<file path="config.mk">
export PLATFORM = sky130hd
export DESIGN_NAME = pv_array_seq_flat
export DESIGN_NICKNAME = d
export VERILOG_FILES = /design/src/rtl/pv_array_seq_if.sv /design/src/rtl/pv_array_seq.sv /design/src/flat_wrapper.sv
export SDC_FILE = /design/constraint.sdc
export NUM_CORES = 2
export LEC_CHECK = 0
export ABC_AREA = 1
export CAP_MARGIN = 20
export CORE_MARGIN = 2
export CORE_UTILIZATION = 30
export CTS_CLUSTER_DIAMETER = 40
export CTS_CLUSTER_SIZE = 30
export DETAILED_ROUTE_END_ITERATION = 16
export GPL_ROUTABILITY_DRIVEN = 0
export PLACE_DENSITY = 0.61
export SYNTH_ARGS = -nofsm -noshare
export SYNTH_HDL_FRONTEND = slang
export SYNTH_SLANG_ARGS = --single-unit
</file>
<file path="constraint.sdc">
create_clock -name clk -period 3.15 [get_ports clk]
set_input_delay 0.63 -clock clk [delete_from_list [all_inputs] [get_ports clk]]
set_output_delay 0.63 -clock clk [all_outputs]
set_load 0.02 [all_outputs]
</file>
<file path="src/rtl/pv_array_seq_if.sv">
// Signal bundle between the PV array sequencer, its frame controller, and the shared PV evaluation core.
// "slave" is the sequencer's view; "master" is the view of the surrounding system.
interface pv_array_seq_if #(
    parameter int NCH = 4,
    parameter int W   = 32
);
    logic             sta;
    logic [NCH-1:0]   chan_en;
    logic [NCH*W-1:0] S_bus;
    logic [NCH*W-1:0] T_bus;
    logic [NCH*W-1:0] Vd_bus;
    logic             err_clr;
    logic             core_sta;
    logic [W-1:0]     core_S;
    logic [W-1:0]     core_T;
    logic [W-1:0]     core_Vd;
    logic [W-1:0]     core_Iph;
    logic [W-1:0]     core_Id;
    logic             core_done_iph;
    logic             core_done_id;
    logic [NCH*W-1:0] Iph_bus;
    logic [NCH*W-1:0] Id_bus;
    logic             done_sig;
    logic             busy;
    logic             err_overrun;
    logic             err_timeout;

    modport slave (
        input  sta, chan_en, S_bus, T_bus, Vd_bus, err_clr,
        input  core_Iph, core_Id, core_done_iph, core_done_id,
        output core_sta, core_S, core_T, core_Vd,
        output Iph_bus, Id_bus, done_sig, busy, err_overrun, err_timeout
    );

    modport master (
        output sta, chan_en, S_bus, T_bus, Vd_bus, err_clr,
        output core_Iph, core_Id, core_done_iph, core_done_id,
        input  core_sta, core_S, core_T, core_Vd,
        input  Iph_bus, Id_bus, done_sig, busy, err_overrun, err_timeout
    );
endinterface

</file>
<file path="src/rtl/pv_array_seq.sv">
// Time-multiplexes NCH PV strings through one shared Iph/Id evaluation core and
// publishes all channel results atomically once per frame.
module pv_array_seq #(
    parameter int NCH     = 4,
    parameter int W       = 32,
    parameter int TIMEOUT = 1024
) (
    input  logic          clk,
    input  logic          rst,
    pv_array_seq_if.slave bus
);
    localparam int CHW = (NCH > 1) ? $clog2(NCH) : 1;
    localparam int WDW = (TIMEOUT > 0) ? $clog2(TIMEOUT + 1) : 1;
    localparam logic [WDW-1:0] WD_LAST = WDW'(TIMEOUT - 1);

    typedef enum logic [2:0] {
        S_IDLE,
        S_LAUNCH,
        S_WAIT,
        S_STORE,
        S_DONE
    } state_t;

    state_t         r_state;
    logic [CHW-1:0] r_ch;
    logic [NCH-1:0] r_en;
    logic [WDW-1:0] r_wd;
    logic           r_got_iph;
    logic           r_got_id;
    logic           r_core_sta;
    logic           r_done;
    logic           r_busy;
    logic           r_err_ovr;
    logic           r_err_to;

    logic [W-1:0]   r_sh_S    [NCH];
    logic [W-1:0]   r_sh_T    [NCH];
    logic [W-1:0]   r_sh_Vd   [NCH];
    logic [W-1:0]   r_work_iph[NCH];
    logic [W-1:0]   r_work_id [NCH];
    logic [W-1:0]   r_iph_bus [NCH];
    logic [W-1:0]   r_id_bus  [NCH];

    logic [W-1:0]   w_S [NCH];
    logic [W-1:0]   w_T [NCH];
    logic [W-1:0]   w_Vd[NCH];

    logic [CHW-1:0] w_first_ch;
    logic           w_first_vld;
    logic [CHW-1:0] w_next_ch;
    logic           w_next_vld;
    logic           w_got_iph;
    logic           w_got_id;

    for (genvar gi = 0; gi < NCH; gi++) begin : g_ch
        assign w_S[gi]                    = bus.S_bus[gi*W +: W];
        assign w_T[gi]                    = bus.T_bus[gi*W +: W];
        assign w_Vd[gi]                   = bus.Vd_bus[gi*W +: W];
        assign bus.Iph_bus[gi*W +: W]     = r_iph_bus[gi];
        assign bus.Id_bus[gi*W +: W]      = r_id_bus[gi];
    end

    // Lowest enabled channel from the live mask (frame start) and the next
    // enabled channel above ch from the frame's latched mask.
    always_comb begin
        w_first_ch  = '0;
        w_first_vld = 1'b0;
        w_next_ch   = '0;
        w_next_vld  = 1'b0;
        for (int k = NCH - 1; k >= 0; k--) begin
            if (bus.chan_en[k]) begin
                w_first_ch  = CHW'(k);
                w_first_vld = 1'b1;
            end
            if (r_en[k] && (k > int'(r_ch))) begin
                w_next_ch  = CHW'(k);
                w_next_vld = 1'b1;
            end
        end
    end

    assign w_got_iph = r_got_iph | bus.core_done_iph;
    assign w_got_id  = r_got_id  | bus.core_done_id;

    always_ff @(posedge clk or negedge rst) begin
        if (!rst) begin
            r_state    <= S_IDLE;
            r_ch       <= '0;
            r_en       <= '0;
            r_wd       <= '0;
            r_got_iph  <= 1'b0;
            r_got_id   <= 1'b0;
            r_core_sta <= 1'b0;
            r_done     <= 1'b0;
            r_busy     <= 1'b0;
            r_err_ovr  <= 1'b0;
            r_err_to   <= 1'b0;
            for (int k = 0; k < NCH; k++) begin
                r_sh_S[k]     <= '0;
                r_sh_T[k]     <= '0;
                r_sh_Vd[k]    <= '0;
                r_work_iph[k] <= '0;
                r_work_id[k]  <= '0;
                r_iph_bus[k]  <= '0;
                r_id_bus[k]   <= '0;
            end
        end else begin
            r_core_sta <= 1'b0;
            r_done     <= 1'b0;

            // Set events are written after the clear so they take priority.
            if (bus.err_clr) begin
                r_err_ovr <= 1'b0;
                r_err_to  <= 1'b0;
            end
            if (bus.sta && (r_state != S_IDLE))
                r_err_ovr <= 1'b1;

            case (r_state)
                S_IDLE: begin
                    if (bus.sta) begin
                        for (int k = 0; k < NCH; k++) begin
                            r_sh_S[k]     <= w_S[k];
                            r_sh_T[k]     <= w_T[k];
                            r_sh_Vd[k]    <= w_Vd[k];
                            r_work_iph[k] <= r_iph_bus[k];
                            r_work_id[k]  <= r_id_bus[k];
                        end
                        r_en      <= bus.chan_en;
                        r_busy    <= 1'b1;
                        r_got_iph <= 1'b0;
                        r_got_id  <= 1'b0;
                        if (w_first_vld) begin
                            r_ch       <= w_first_ch;
                            r_wd       <= '0;
                            r_core_sta <= 1'b1;
                            r_state    <= S_LAUNCH;
                        end else begin
                            r_done  <= 1'b1;
                            r_state <= S_DONE;
                        end
                    end
                end

                S_LAUNCH: begin
                    r_state <= S_WAIT;
                end

                S_WAIT: begin
                    r_wd <= r_wd + 1'b1;
                    if (bus.core_done_iph && !r_got_iph) begin
                        r_got_iph        <= 1'b1;
                        r_work_iph[r_ch] <= bus.core_Iph;
                    end
                    if (bus.core_done_id && !r_got_id) begin
                        r_got_id        <= 1'b1;
                        r_work_id[r_ch] <= bus.core_Id;
                    end
                    if (w_got_iph && w_got_id) begin
                        r_state <= S_STORE;
                    end else if ((TIMEOUT != 0) && (r_wd == WD_LAST)) begin
                        // A stalled core must not leave half a result behind: put back the frame-start value.
                        r_err_to         <= 1'b1;
                        r_work_iph[r_ch] <= r_iph_bus[r_ch];
                        r_work_id[r_ch]  <= r_id_bus[r_ch];
                        r_state          <= S_STORE;
                    end
                end

                S_STORE: begin
                    r_got_iph <= 1'b0;
                    r_got_id  <= 1'b0;
                    r_wd      <= '0;
                    if (w_next_vld) begin
                        r_ch       <= w_next_ch;
                        r_core_sta <= 1'b1;
                        r_state    <= S_LAUNCH;
                    end else begin
                        r_iph_bus <= r_work_iph;
                        r_id_bus  <= r_work_id;
                        r_done    <= 1'b1;
                        r_state   <= S_DONE;
                    end
                end

                S_DONE: begin
                    r_busy  <= 1'b0;
                    r_state <= S_IDLE;
                end

                default: begin
                    r_busy  <= 1'b0;
                    r_state <= S_IDLE;
                end
            endcase
        end
    end

    assign bus.core_sta    = r_core_sta;
    assign bus.core_S      = r_sh_S[r_ch];
    assign bus.core_T      = r_sh_T[r_ch];
    assign bus.core_Vd     = r_sh_Vd[r_ch];
    assign bus.done_sig    = r_done;
    assign bus.busy        = r_busy;
    assign bus.err_overrun = r_err_ovr;
    assign bus.err_timeout = r_err_to;
endmodule

</file>
<file path="src/flat_wrapper.sv">
// flat-port wrapper written by rule: the top's interface ports become plain ports
module pv_array_seq_flat 
#(
    parameter int NCH     = 4,
    parameter int W       = 32,
    parameter int TIMEOUT = 1024
)
  (clk, rst, bus_sta, bus_chan_en, bus_S_bus, bus_T_bus, bus_Vd_bus, bus_err_clr, bus_core_Iph, bus_core_Id, bus_core_done_iph, bus_core_done_id, bus_core_sta, bus_core_S, bus_core_T, bus_core_Vd, bus_Iph_bus, bus_Id_bus, bus_done_sig, bus_busy, bus_err_overrun, bus_err_timeout);
  pv_array_seq_if #(.NCH(NCH), .W(W)) bus_i ();
  input  logic clk;
  input  logic rst;
  input wire logic [$bits(bus_i.sta)-1:0] bus_sta;
  input wire logic [$bits(bus_i.chan_en)-1:0] bus_chan_en;
  input wire logic [$bits(bus_i.S_bus)-1:0] bus_S_bus;
  input wire logic [$bits(bus_i.T_bus)-1:0] bus_T_bus;
  input wire logic [$bits(bus_i.Vd_bus)-1:0] bus_Vd_bus;
  input wire logic [$bits(bus_i.err_clr)-1:0] bus_err_clr;
  input wire logic [$bits(bus_i.core_Iph)-1:0] bus_core_Iph;
  input wire logic [$bits(bus_i.core_Id)-1:0] bus_core_Id;
  input wire logic [$bits(bus_i.core_done_iph)-1:0] bus_core_done_iph;
  input wire logic [$bits(bus_i.core_done_id)-1:0] bus_core_done_id;
  output wire logic [$bits(bus_i.core_sta)-1:0] bus_core_sta;
  output wire logic [$bits(bus_i.core_S)-1:0] bus_core_S;
  output wire logic [$bits(bus_i.core_T)-1:0] bus_core_T;
  output wire logic [$bits(bus_i.core_Vd)-1:0] bus_core_Vd;
  output wire logic [$bits(bus_i.Iph_bus)-1:0] bus_Iph_bus;
  output wire logic [$bits(bus_i.Id_bus)-1:0] bus_Id_bus;
  output wire logic [$bits(bus_i.done_sig)-1:0] bus_done_sig;
  output wire logic [$bits(bus_i.busy)-1:0] bus_busy;
  output wire logic [$bits(bus_i.err_overrun)-1:0] bus_err_overrun;
  output wire logic [$bits(bus_i.err_timeout)-1:0] bus_err_timeout;
  assign bus_i.sta = bus_sta;
  assign bus_i.chan_en = bus_chan_en;
  assign bus_i.S_bus = bus_S_bus;
  assign bus_i.T_bus = bus_T_bus;
  assign bus_i.Vd_bus = bus_Vd_bus;
  assign bus_i.err_clr = bus_err_clr;
  assign bus_i.core_Iph = bus_core_Iph;
  assign bus_i.core_Id = bus_core_Id;
  assign bus_i.core_done_iph = bus_core_done_iph;
  assign bus_i.core_done_id = bus_core_done_id;
  assign bus_core_sta = bus_i.core_sta;
  assign bus_core_S = bus_i.core_S;
  assign bus_core_T = bus_i.core_T;
  assign bus_core_Vd = bus_i.core_Vd;
  assign bus_Iph_bus = bus_i.Iph_bus;
  assign bus_Id_bus = bus_i.Id_bus;
  assign bus_done_sig = bus_i.done_sig;
  assign bus_busy = bus_i.busy;
  assign bus_err_overrun = bus_i.err_overrun;
  assign bus_err_timeout = bus_i.err_timeout;
  pv_array_seq #(.NCH(NCH), .W(W), .TIMEOUT(TIMEOUT)) u_core (.clk(clk), .rst(rst), .bus(bus_i));
endmodule
</file>
==> impl_metrics.csv <==
group,metric,value,unit
run_status,status,"finished, violations left",
run_status,violations,"setup timing",
floorplan,chipHeight,407.6,um
sta,slew_viol_final,0,
sta,fin_crit_sh,101.6,%
setup_path,cp.required,2.52,ns
cts,clkTransAtPathRegs,0.06,ns
routing,drt_iter0_drc,5214,
logic_synthesis,ys.flop_type,"dfrtp_1",
routing,firstDrtPassIters,5,
cells_and_area,drive_above_1_share,8.676,%
grt,grt_overflow_total,0,
power,leakagePower,33.65,nW
setup_path,max_stage_delay,0.45,ns
logic_synthesis,synth.distinct_cells,31,
sta,final-setup-viol-count,1,
sta,hold_viol_final,0,
power,power,0.08123,W
cells_and_area,fill_cells,16343,
setup_path,critPathLaunchType,"register",
logic_synthesis,synth_top_area_share,47.21,%
setup_path,critPathCaptureType,"primary output",
floorplan,start_util,30.13,%
sta,fin_setup_tns,-0.04946,ns
sta,rsz0062_at_grt,"true",
logic_synthesis,ys_warn_count,0,
logic_synthesis,synth.ff_latch_count,922,
setup_path,path_class,"register to primary output",
floorplan,core_region_area,162200,sq um
cells_and_area,syn2layout_area_growth,36.98,%
routing,viasPerCell,4.993,
cts,cts_buffer_depth,3,
grt,grt_max_degree,135,
logic_synthesis,synth.cell_area,48880,sq um
setup_path,cp_common_cell,"buf_4",
setup_path,cp.arrival,2.57,ns
routing,drc,0,
logic_synthesis,yosys.area.top_type,"dfrtp_1",
grt,grt.total_usage,25.12,%
sta,finalCriticalPeriod,3.199,ns
floorplan,rows,148,
logic_synthesis,synth_edf_count,0,
grt,grt_pass1_wl,317.2,mm
cts,cts-root-buf,"clkbuf_16",
routing,finalWirelength,216.3,mm
routing,vias,49886,
cells_and_area,seq_area,23070,sq um
setup_path,r2r_setup_slack,0.16,ns
logic_synthesis,avgSynthCellArea,7.059,sq um
routing,wl_per_cell,21.65,um
cts,cts_sinks,922,
cells_and_area,final_util,41.27,%
logic_synthesis,yosysMostFrequentCell,"nand2_1",
cts,ctsHtreeMaxLevel,4,
cells_and_area,fin_nets,8120,
cts,cts_tree,"done",
floorplan,die_area,166200,sq um
floorplan,die_x,407.6,um
power,vdd_ir_drop_max,598.4,uV
logic_synthesis,synth-seq-area-share,47.21,%
logic_synthesis,synth_area_leaders,"dfrtp_1, nand2_1, inv_1, o21ai_0, nand3_1",
logic_synthesis,synth-async-reset-ratio,100.0,%
cts,clkLatencyLatePin,0.84,ns
logic_synthesis,synth_common_cells,"nand2_1, inv_1, dfrtp_1",
setup_path,critPathMaxFanout,8,
cts,numCtsBuffers,175,
logic_synthesis,netlist_instances,6924,
setup_path,worstPathCellList,"inv_4 > nor2_4 > buf_4 > clkbuf_16 > buf_4 > a22oi_2 > o221ai_4 > buf_12",
sta,fin_skew,0.07770,ns
sta,max_clock_freq,0.3126,GHz
sta,worstMarginPinSlew,1.217,ns
floorplan,io_pins,815,
grt,first_global_vias,48621,
sta,layout_setup_ws,-0.04946,ns
placed_design,port_buffers,814,
flow_run,drv_cap,0,
worst_hold_path,hold_class,"input pin to register",
placed_design,hpwl,141.2,mm
setup_path,crit_slowest_cell,"dfrtp_2",
logic_synthesis,synth_nets,7383,
sta,slew_headroom,18.84,%
grt,antenna_found_initial,33,
power,powerDensity,1213,nW/um^2
cells_and_area,multi_input_area,20280,sq um
routing,postRouteAntennaNets,0,
## area by class of cell
| cell class | count | share of cell area, % |
|---|---|---|
| sequential | 922 | 34.46 |
| multi-input combinational | 4496 | 30.30 |
| timing repair buffer | 1004 | 15.97 |
| clock buffer | 211 | 6.997 |
| inverter | 1062 | 5.982 |
| tap | 2175 | 4.065 |
| clock inverter | 108 | 2.181 |
| antenna | 13 | 0.04859 |
## kinds of logic (layout without fill, tap and decap cells)
group	after synthesis	in the layout	share of synthesized area [%]
AOI/OAI and AO/OA	1249	1249	14.06
xor gates and xnor gates	6	6	0.1075
and+or+nand+nor	3240	3240	26.26
DFF	922	922	47.21
other	0	13	0
adders and majority gates	1	1	0.02560
buffers and inverters	1506	2385	12.34
## state kept, by name (all words and copies together) (netlist names), 11 cells and up
signal / flops
u_core.bus.Iph_bus: 128
u_core.r_sh_Vd: 128
u_core.r_work_iph: 128
u_core.r_wd: 11
u_core.bus.Id_bus: 128
u_core.r_sh_T: 128
u_core.r_work_id: 128
u_core.r_sh_S: 128
## power breakdown
group | total [W] | leakage (nW) | switching, W | internal, W
clock | 0.0195 | 2.94 | 0.00714 | 0.0124
combinational | 0.0394 | 19.6 | 0.0251 | 0.0143
sequential | 0.0223 | 11.1 | 0.00448 | 0.0178
total | 0.0812 | 33.6 | 0.0367 | 0.0445
## metal layers
layer	track usage [%]	up-vias	share of wire (%)
li1	-	23083	-
met2	40.47	2463	47
met4	12.44	18	5.1
met3	6.218	507	8.9
met1	31.30	23815	39
met5	0	-	0.053
## placed cells by master, fill, tap and decap left out, types with 7 or more instances in the layout
cell / count
nand3_1: 456
a21oi_1: 451
clkdlybuf4s50_1: 717
diode_2: 13
nand2_1: 2479
inv_6: 10
clkinv_2: 32
buf_12: 79
clkbuf_2: 14
a22oi_2: 34
o22ai_1: 8
o21ai_1: 25
inv_1: 1055
clkinv_4: 7
o221ai_4: 7
clkdlybuf4s15_2: 16
o21ai_0: 569
a22oi_1: 61
o221ai_1: 72
clkinvlp_4: 24
buf_4: 114
buf_2: 30
dfrtp_1: 920
nor2_1: 268
nor2_4: 16
clkbuf_1: 19
o221ai_2: 16
clkinv_16: 8
clkbuf_16: 181
bufinv_16: 20
clkbuf_8: 17
## final timing paths
kind	startpoint	to	cells after the start
hold reg to reg	u_core.r_work_iph[11]$_DFFE_PN0P_	u_core.bus.Iph_bus[107]$_DFFE_PN0P_	2
hold / removal	bus_Vd_bus[51]	u_core.r_sh_Vd[83]$_DFFE_PN0P_	3
setup reg to reg	u_core.r_ch[1]$_DFFE_PN0P_	u_core.r_work_id[28]$_DFFE_PN0P_	11
setup / recovery	u_core.r_ch[0]$_DFFE_PN0P_	bus_core_T[22]	8
min in group asynchronous	rst	u_core.r_work_iph[5]$_DFFE_PN0P_	2
max in group asynchronous	rst	u_core.r_sh_T[65]$_DFFE_PN0P_	3
## what timing repair did
action	CTS	global route
setup buffers	20	8
pin swaps	8	4
hold endpoints to repair	31	0
hold buffers	1	0
gates resized for setup	311	75
cloned	6	6
endpoints found under the setup margin	96	55
## worst max-delay path, delay by kind of cell, from the launching register on
| kind | cells | cell delay [ns] |
|---|---|---|
| simple gates | 1 | 0.05 |
| buf+inv | 5 | 0.81 |
| flops | 1 | 0.45 |
| compound gates | 2 | 0.43 |
## stage by stage
step           instance area (sq um)  hold slack, ns  std cells  setup WS, ns
3_3_place_gp                   59790          0.4547       9618        0.2843
4_1_cts                        66730          0.2635       9964      -0.07003
6_report                       66950          0.3320       9991      -0.04946
5_1_grt                        66950          0.3090       9989       -0.1155
2_1_floorplan                  48880          0.3344       6924        0.8977
3_5_place_dp                   59790          0.4590       9618        0.1630
(Power assumes the default switching activity.)
